File: config.mk
export PLATFORM = sky130hd
export DESIGN_NAME = thread_state_scanner
export DESIGN_NICKNAME = d
export VERILOG_FILES = /design/src/rtl/thread_state_scanner_pkg.sv /design/src/rtl/thread_state_scanner.sv
export SDC_FILE = /design/constraint.sdc
export NUM_CORES = 1
export LEC_CHECK = 0
export CAP_MARGIN = 5
export CORE_UTILIZATION = 39
export CTS_CLUSTER_DIAMETER = 60
export DETAILED_ROUTE_END_ITERATION = 8
export GPL_ROUTABILITY_DRIVEN = 1
export GPL_TIMING_DRIVEN = 0
export PLACE_DENSITY = 0.76
export SLEW_MARGIN = 40
export SYNTH_ARGS = -nofsm -noshare
export SYNTH_HDL_FRONTEND = slang
export SYNTH_SLANG_ARGS = --single-unit
File: constraint.sdc
create_clock -name CLK -period 2.31 [get_ports CLK]
set_input_delay 0.693 -clock CLK [delete_from_list [all_inputs] [get_ports CLK]]
set_output_delay 0.693 -clock CLK [all_outputs]
set_load 0.01 [all_outputs]
File: src/rtl/thread_state_scanner_pkg.sv
// Shared thread-state encodings and scanner FSM states for the sha256 thread-state scanner.
package thread_state_scanner_pkg;

    localparam int THREAD_STATE_MSB = 1;

    localparam logic [THREAD_STATE_MSB:0] THREAD_STATE_NONE   = 2'd0;
    localparam logic [THREAD_STATE_MSB:0] THREAD_STATE_RD_RDY = 2'd1;
    localparam logic [THREAD_STATE_MSB:0] THREAD_STATE_BUSY   = 2'd2;
    localparam logic [THREAD_STATE_MSB:0] THREAD_STATE_WR_RDY = 2'd3;

    typedef enum logic [2:0] {
        ST_IDLE  = 3'd0,
        ST_READ  = 3'd1,
        ST_CHECK = 3'd2,
        ST_CLAIM = 3'd3,
        ST_OFFER = 3'd4
    } scan_state_e;

endpackage

File: src/rtl/thread_state_scanner.sv
// Round-robin scanner over the per-thread state memory: finds a MATCH_STATE thread,
// claims it with a single write and offers its number over a valid/ready handshake.
module thread_state_scanner
    import thread_state_scanner_pkg::*;
#(
    parameter int                          N_THREADS     = 6,
    parameter int                          N_THREADS_MSB = $clog2(N_THREADS) - 1,
    parameter logic [THREAD_STATE_MSB:0]   MATCH_STATE   = THREAD_STATE_RD_RDY,
    parameter logic [THREAD_STATE_MSB:0]   CLAIM_STATE   = THREAD_STATE_BUSY
) (
    input  logic                          CLK,
    input  logic                          RESET_N,
    input  logic                          en,
    output logic [N_THREADS_MSB:0]        rd_num,
    input  logic [THREAD_STATE_MSB:0]     rd_state,
    output logic                          wr_en,
    output logic [N_THREADS_MSB:0]        wr_num,
    output logic [THREAD_STATE_MSB:0]     wr_state,
    output logic                          thread_valid,
    output logic [N_THREADS_MSB:0]        thread_num,
    input  logic                          thread_ready,
    output logic                          err
);

    localparam int                     PTR_W     = N_THREADS_MSB + 1;
    localparam logic [N_THREADS_MSB:0] PTR_ZERO  = {PTR_W{1'b0}};
    localparam logic [N_THREADS_MSB:0] PTR_ONE   = PTR_W'(1);
    localparam logic [N_THREADS_MSB:0] PTR_LAST  = PTR_W'(N_THREADS - 1);
    localparam logic [THREAD_STATE_MSB:0] STATE_ZERO = {(THREAD_STATE_MSB + 1){1'b0}};

    // Wraps at N_THREADS-1 so unused encodings never reach the read port.
    function automatic logic [N_THREADS_MSB:0] ptr_inc(input logic [N_THREADS_MSB:0] p);
        logic [N_THREADS_MSB:0] r;
        if (p >= PTR_LAST) begin
            r = PTR_ZERO;
        end else begin
            r = p + PTR_ONE;
        end
        return r;
    endfunction

    scan_state_e                  state_r, state_s;
    logic [N_THREADS_MSB:0]       ptr_r, ptr_s;
    logic [N_THREADS_MSB:0]       rd_num_s, wr_num_s, thread_num_s;
    logic [THREAD_STATE_MSB:0]    wr_state_s;
    logic                         wr_en_s, thread_valid_s, err_s;

    // Next-state, pointer and next-output logic.
    always_comb begin
        state_s = state_r;
        ptr_s   = ptr_r;
        case (state_r)
            ST_IDLE: begin
                if (en) begin
                    state_s = ST_READ;
                end else begin
                    state_s = ST_IDLE;
                end
            end
            ST_READ: state_s = ST_CHECK;
            ST_CHECK: begin
                if (!en) begin
                    state_s = ST_IDLE;
                end else if (rd_state == MATCH_STATE) begin
                    state_s = ST_CLAIM;
                end else begin
                    ptr_s   = ptr_inc(ptr_r);
                    state_s = ST_READ;
                end
            end
            ST_CLAIM: state_s = ST_OFFER;
            ST_OFFER: begin
                if (thread_valid && thread_ready) begin
                    ptr_s   = ptr_inc(ptr_r);
                    state_s = en ? ST_READ : ST_IDLE;
                end else begin
                    state_s = ST_OFFER;
                end
            end
            default: state_s = ST_IDLE;
        endcase

        // Outputs are loaded on entry to the state that presents them.
        if (state_s == ST_READ) begin
            rd_num_s = ptr_s;
        end else begin
            rd_num_s = rd_num;
        end
        wr_en_s = (state_s == ST_CLAIM);
        if (wr_en_s) begin
            wr_num_s   = ptr_s;
            wr_state_s = CLAIM_STATE;
        end else begin
            wr_num_s   = wr_num;
            wr_state_s = STATE_ZERO;
        end
        thread_valid_s = (state_s == ST_OFFER);
        if (state_r == ST_CLAIM) begin
            thread_num_s = ptr_r;
        end else begin
            thread_num_s = thread_num;
        end
        err_s = err | (thread_ready & ~thread_valid);
    end

    // State, pointer and registered outputs.
    always_ff @(posedge CLK or negedge RESET_N) begin
        if (!RESET_N) begin
            state_r      <= ST_IDLE;
            ptr_r        <= PTR_ZERO;
            rd_num       <= PTR_ZERO;
            wr_en        <= 1'b0;
            wr_num       <= PTR_ZERO;
            wr_state     <= STATE_ZERO;
            thread_valid <= 1'b0;
            thread_num   <= PTR_ZERO;
            err          <= 1'b0;
        end else begin
            state_r      <= state_s;
            ptr_r        <= ptr_s;
            rd_num       <= rd_num_s;
            wr_en        <= wr_en_s;
            wr_num       <= wr_num_s;
            wr_state     <= wr_state_s;
            thread_valid <= thread_valid_s;
            thread_num   <= thread_num_s;
            err          <= err_s;
        end
    end

endmodule
Word level (Yosys, flattened, before mapping) --
Cells that the tools add are included. W data, S select, Z words.
Word-level totals: register bits 20, input port bits 6
Cells by class: add/sub/neg operators 1, reduce and logical (&&, ||, !) cells 2, magnitude comparators 1, muxes and demuxes 11, bitwise logic cells 3, equal/unequal tests 8
Operators by type and width (number):
- $mux W3 | 5
- $pmux W3 S5 | 1
- $eq A3 B2 Y1 const B | 3
- $eq A3 B1 Y1 const B | 2
- $eq A3 B3 Y1 const B | 2
- $mux W2 | 3
- $pmux W3 S2 | 1
- $add A3 B1 Y3 const B | 1
- $ge A3 B3 Y1 const B | 1
- $logic_not A3 Y1 | 1
- $eq A2 B1 Y1 const B | 1
- $and A1 B1 Y1 | 1
- $logic_and A1 B1 Y1 | 1
- $mux W1 | 1
- $not A1 Y1 | 1
- $or A1 B1 Y1 | 1

Logic depth before layout (Yosys ltp) --
Gate-level depths: netlist (run 1).
depth in word-level cells 6, depth in mapped cells 6

Worst setup path before layout (run 1) --
Ideal clock, no wire load.
kind input port to flip-flop, start point input port en, end point register wr_num[0], path slack 0.497 ns, data arrival time 1.689 ns, cell stages on the path 4, setup time 0.125 ns, path through and4bb_2 o2bb2ai_4 mux2_2 mux2_2
On the way: elaborated cells on any way between the ends 7, classes of those cells 1 x eq/ne; 6 x mux
RTL lines:
- start: declaration | line thread_state_scanner.sv:13 | input logic en,
- $mux W3 | line thread_state_scanner.sv:62 | if (!en) begin
- $pmux W3 S2 | line thread_state_scanner.sv:52 | case (state_r)
- net ptr_s[0] | line thread_state_scanner.sv:43 | logic [N_THREADS_MSB:0] ptr_r, ptr_s;
- end signal: assignment | line thread_state_scanner.sv:123 | wr_num <= wr_num_s;
- end: declaration | line thread_state_scanner.sv:17 | output logic [N_THREADS_MSB:0] wr_num,
The timed path passes the listed nets, and every way through them passes these cells. A chain may end at the register's enable or synchronous reset.

Final worst setup path (run 1) --
start point input port en, end point register rd_num[0]
On the way: elaborated cells on any way between the ends 7, classes of those cells 1 x eq/ne; 6 x mux
RTL lines:
- $mux W3 | line thread_state_scanner.sv:62
- $pmux W3 S2 | line thread_state_scanner.sv:52
- net ptr_s[0] | line thread_state_scanner.sv:43
- end signal: assignment | line thread_state_scanner.sv:121 | rd_num <= rd_num_s;
- end: declaration | line thread_state_scanner.sv:14 | output logic [N_THREADS_MSB:0] rd_num,
The timed path passes the listed nets, and every way through them passes these cells.

==> flow_results.xml, run 1 <==
<?xml version="1.0" encoding="UTF-8"?>
<metrics>
  <group name="placed_design">
    <metric name="postPlaceCellArea" unit="mm²">0.00103</metric>
    <metric name="dp_hpwl" unit="mm">1.07</metric>
    <metric name="port_buffers" unit="">18</metric>
    <metric name="gpl.final_weighted_congestion" unit="">0.733</metric>
    <metric name="place.detailed.instances" unit="">110</metric>
  </group>
  <group name="critical_path">
    <metric name="r2r-start" unit="">state_r[1]$_DFF_PN0_</metric>
    <metric name="crit_path_start_kind" unit="">input port</metric>
    <metric name="cp_data_required_time" unit="ns">2.49</metric>
    <metric name="worst-r2r-setup-slack" unit="ns">0.49</metric>
    <metric name="arrival" unit="ns">2.24</metric>
    <metric name="r2r_cells" unit="">4</metric>
    <metric name="worstSetupEndpointType" unit="">flop</metric>
    <metric name="timing.critical_path.fanout_max" unit="">4</metric>
    <metric name="worstSetupPathType" unit="">input port to flop</metric>
    <metric name="reg2reg_to" unit="">rd_num[0]$_DFFE_PN0N_</metric>
  </group>
  <group name="drt">
    <metric name="drt_drc_violations_left" unit="">0</metric>
    <metric name="detail_route.iter0.violations" unit="">3</metric>
    <metric name="avgViaCountPerCell" unit="">4.87</metric>
    <metric name="num_vias" unit="">555</metric>
    <metric name="dr.pass1.iters" unit="">3</metric>
    <metric name="route.antenna.remaining_nets" unit="">0</metric>
    <metric name="finalWirelength" unit="mm">1.39</metric>
    <metric name="detail_route.wl_per_cell" unit="µm">12.2</metric>
  </group>
  <group name="min_path">
    <metric name="hold_path_class" unit="">input port to asynchronous set/reset pin</metric>
  </group>
  <group name="floorplanning">
    <metric name="initial_core_util" unit="%">41.6</metric>
    <metric name="placeableCoreArea" unit="mm²">0.00196</metric>
    <metric name="fp.dieH" unit="µm">47.7</metric>
    <metric name="rows" unit="">16</metric>
    <metric name="io_pins" unit="">20</metric>
    <metric name="fp.dieArea" unit="mm²">0.00228</metric>
    <metric name="chipWidth" unit="µm">47.7</metric>
  </group>
  <group name="pwr">
    <metric name="worst_ir_drop_on_vdd" unit="mV">0.615</metric>
    <metric name="tot_pwr" unit="mW">1.14</metric>
    <metric name="power.leakage" unit="nW">0.477</metric>
    <metric name="power_per_cell_area" unit="mW/mm²">1070</metric>
  </group>
  <group name="grt">
    <metric name="gr-usage-met3" unit="%">3.40</metric>
    <metric name="remaining_global_route_overflow" unit="">0</metric>
    <metric name="maximum_number_of_pins_on_one_net_before_global_route_repair" unit="">19</metric>
    <metric name="grtUsageTotal" unit="%">14.0</metric>
    <metric name="gr-usage-met1" unit="%">19.7</metric>
    <metric name="wire_length_of_the_first_global_routing_pass" unit="mm">2.15</metric>
    <metric name="grt-busiest-layer" unit="">met2</metric>
    <metric name="gr-usage-met2" unit="%">21.1</metric>
    <metric name="grt_pass1_vias" unit="">479</metric>
    <metric name="number_of_antenna_violations_at_the_first_check_in_global_routing" unit="">0</metric>
  </group>
  <group name="synth">
    <metric name="synth_edf_count" unit="">0</metric>
    <metric name="syn_avg_cell_area" unit="µm²">12.6</metric>
    <metric name="ys_seq_area_share" unit="%">55.2</metric>
    <metric name="dominant_synthesized_flop_cell" unit="">sky130_fd_sc_hd__dfrtp_1</metric>
    <metric name="syn-cell-area" unit="µm²">816</metric>
    <metric name="total_number_of_yosys_warnings" unit="">0</metric>
    <metric name="yosys.cell_types.count" unit="">25</metric>
    <metric name="syn-instance-count" unit="">65</metric>
    <metric name="synthesized_nets" unit="">73</metric>
    <metric name="async_reset_ff_share" unit="%">100</metric>
    <metric name="synth_seq_cells" unit="">18</metric>
  </group>
  <group name="timing">
    <metric name="grt_setup_unrepaired" unit="">false</metric>
    <metric name="fin_crit_share" unit="%">89.5</metric>
    <metric name="report.final.setup_viol" unit="">0</metric>
    <metric name="layout_min_cycle_time" unit="ns">2.07</metric>
    <metric name="clock-skew-final" unit="ns">0.00267</metric>
    <metric name="fmax" unit="GHz">0.484</metric>
    <metric name="finalHoldViolations" unit="">0</metric>
    <metric name="slew_viol_final" unit="">0</metric>
  </group>
  <group name="layout">
    <metric name="multiInputGateArea" unit="µm²">339</metric>
    <metric name="drive_above_1_share" unit="%">19.5</metric>
    <metric name="final_design_area_no_fill" unit="mm²">0.00106</metric>
    <metric name="finish.net_count" unit="">96</metric>
    <metric name="area_added_between_synthesis_and_finish" unit="%">30.1</metric>
    <metric name="layout_cells_excl_fill" unit="">114</metric>
    <metric name="most-common-layout-cells" unit="">sky130_fd_sc_hd__dfrtp_1, sky130_fd_sc_hd__clkdlybuf4s50_1, sky130_fd_sc_hd__mux2_2</metric>
    <metric name="antenna_cells" unit="">0</metric>
    <metric name="utilization" unit="%">54.1</metric>
    <metric name="final_common_cell" unit="">sky130_fd_sc_hd__dfrtp_1</metric>
    <metric name="seqCellArea" unit="µm²">450</metric>
    <metric name="fillers" unit="">191</metric>
  </group>
  <group name="cts">
    <metric name="post_cts_hold_buffer_count" unit="">0</metric>
    <metric name="clock-sinks" unit="">18</metric>
    <metric name="ctsResizeCount" unit="">0</metric>
    <metric name="tritoncts" unit="">yes</metric>
    <metric name="worst_skew_pair.late_latency" unit="ns">0.28</metric>
    <metric name="cts_inserted_buffers" unit="">3</metric>
    <metric name="htreeDepth" unit="">1</metric>
    <metric name="clk_transition_reported_paths" unit="ns">0.10</metric>
    <metric name="clk_tree_root_cell" unit="">sky130_fd_sc_hd__clkbuf_4</metric>
    <metric name="ctsLongestPathBuffers" unit="">2</metric>
    <metric name="cts_setup_buffers" unit="">0</metric>
  </group>
  <group name="run_status">
    <metric name="run_status" unit="">finished, final reports clean</metric>
  </group>
  <group name="flow_run">
    <metric name="max-cap-violations" unit="">0</metric>
  </group>
</metrics>
cells in the mapped netlist (2+ instances only):
cell type / instances / area, µm²
sky130_fd_sc_hd__nand2_1: 5 / 18.8
sky130_fd_sc_hd__ha_1: 2 / 25.0
sky130_fd_sc_hd__mux2_2: 6 / 67.6
sky130_fd_sc_hd__o21ai_0: 4 / 20.0
sky130_fd_sc_hd__nand2b_1: 4 / 25.0
sky130_fd_sc_hd__a21oi_1: 3 / 15.0
sky130_fd_sc_hd__nand3b_1: 3 / 22.5
sky130_fd_sc_hd__buf_4: 2 / 15.0
sky130_fd_sc_hd__inv_1: 3 / 11.3
sky130_fd_sc_hd__dfrtp_1: 18 / 450
kinds of logic (layout without fill, tap and decap cells):
| group | count (synthesis) | after routing | synth area share [%] |
|---|---|---|---|
| multiplexers | 8 | 8 | 10.9 |
| adder cells (fa/ha/maj) | 2 | 2 | 3.07 |
| flip-flops | 18 | 18 | 55.2 |
| AND/OR/NAND/NOR | 18 | 18 | 14.3 |
| buffers and inverters | 5 | 27 | 3.22 |
| AO/OA/AOI/OAI | 12 | 12 | 11.8 |
| other | 1 | 1 | 0.460 |
| XOR/XNOR | 1 | 1 | 1.07 |
power breakdown:
part	internal (mW)	switching, mW	total, mW
clock	0.0957	0.0930	0.189
combinational	0.261	0.180	0.440
sequential	0.420	0.0873	0.507
total	0.777	0.360	1.14
worst max-delay path, stage by stage:
cell,delay (ns)
sky130_fd_sc_hd__clkdlybuf4s50_1,0.48
sky130_fd_sc_hd__and4bb_2,0.28
sky130_fd_sc_hd__o2bb2ai_4,0.15
sky130_fd_sc_hd__mux2_2,0.38
sky130_fd_sc_hd__mux2_2,0.26
worst max-delay path by stage:
stage	endpoint	startpoint	slack [ns]	cells past startpoint
after CTS	rd_num[0]$_DFFE_PN0N_	en	0.25	5
final	rd_num[0]$_DFFE_PN0N_	en	0.24	5
after global routing	wr_num[0]$_DFFE_PN0N_	en	0.23	5
after global placement	wr_num[0]$_DFFE_PN0N_	en	-0.04	5
after floorplan	wr_num[0]$_DFFE_PN0N_	en	0.50	4
after detailed placement	rd_num[0]$_DFFE_PN0N_	en	-0.06	5
per-stage QoR:
stage	TNS [ns]	hold WS [ns]	setup WS, ns
after global placement	-0.0820	0.441	-0.0431
after floorplan	0	0.397	0.497
after global routing	0	0.321	0.227
final	0	0.317	0.242
after detailed placement	-0.113	0.458	-0.0573
after CTS	0	0.484	0.249
layer usage:
| layer | up-vias | wire length (µm) |
|---|---|---|
| met2 | 11 | 690 |
| met3 | 0 | 38 |
| li1 | 269 | - |
| met5 | - | 0 |
| met4 | 0 | 0 |
| met1 | 275 | 663 |
registers in the layout, summed over array words and instances (netlist names):
signal,cells
ptr_r,3
wr_state,1
thread_num,3
thread_valid,1
rd_num,3
state_r,3
err,1
wr_num,3
area by class of cell:
class | count | area share, %
Sequential cell | 18 | 42.5
Clock buffer | 4 | 3.42
Timing Repair Buffer | 18 | 16.5
Inverter | 3 | 1.06
Multi-Input combinational cell | 42 | 32.0
Buffer | 2 | 1.42
Tap cell | 27 | 3.18
No activity file was read; power rests on OpenSTA's default activity.
==> run 2, diff against run 1 <==
Settings changed: TNS_END_PERCENT set to 10.
==> results of run 2 <==
Final layout, timing and power as in run 1 (identical DEF).
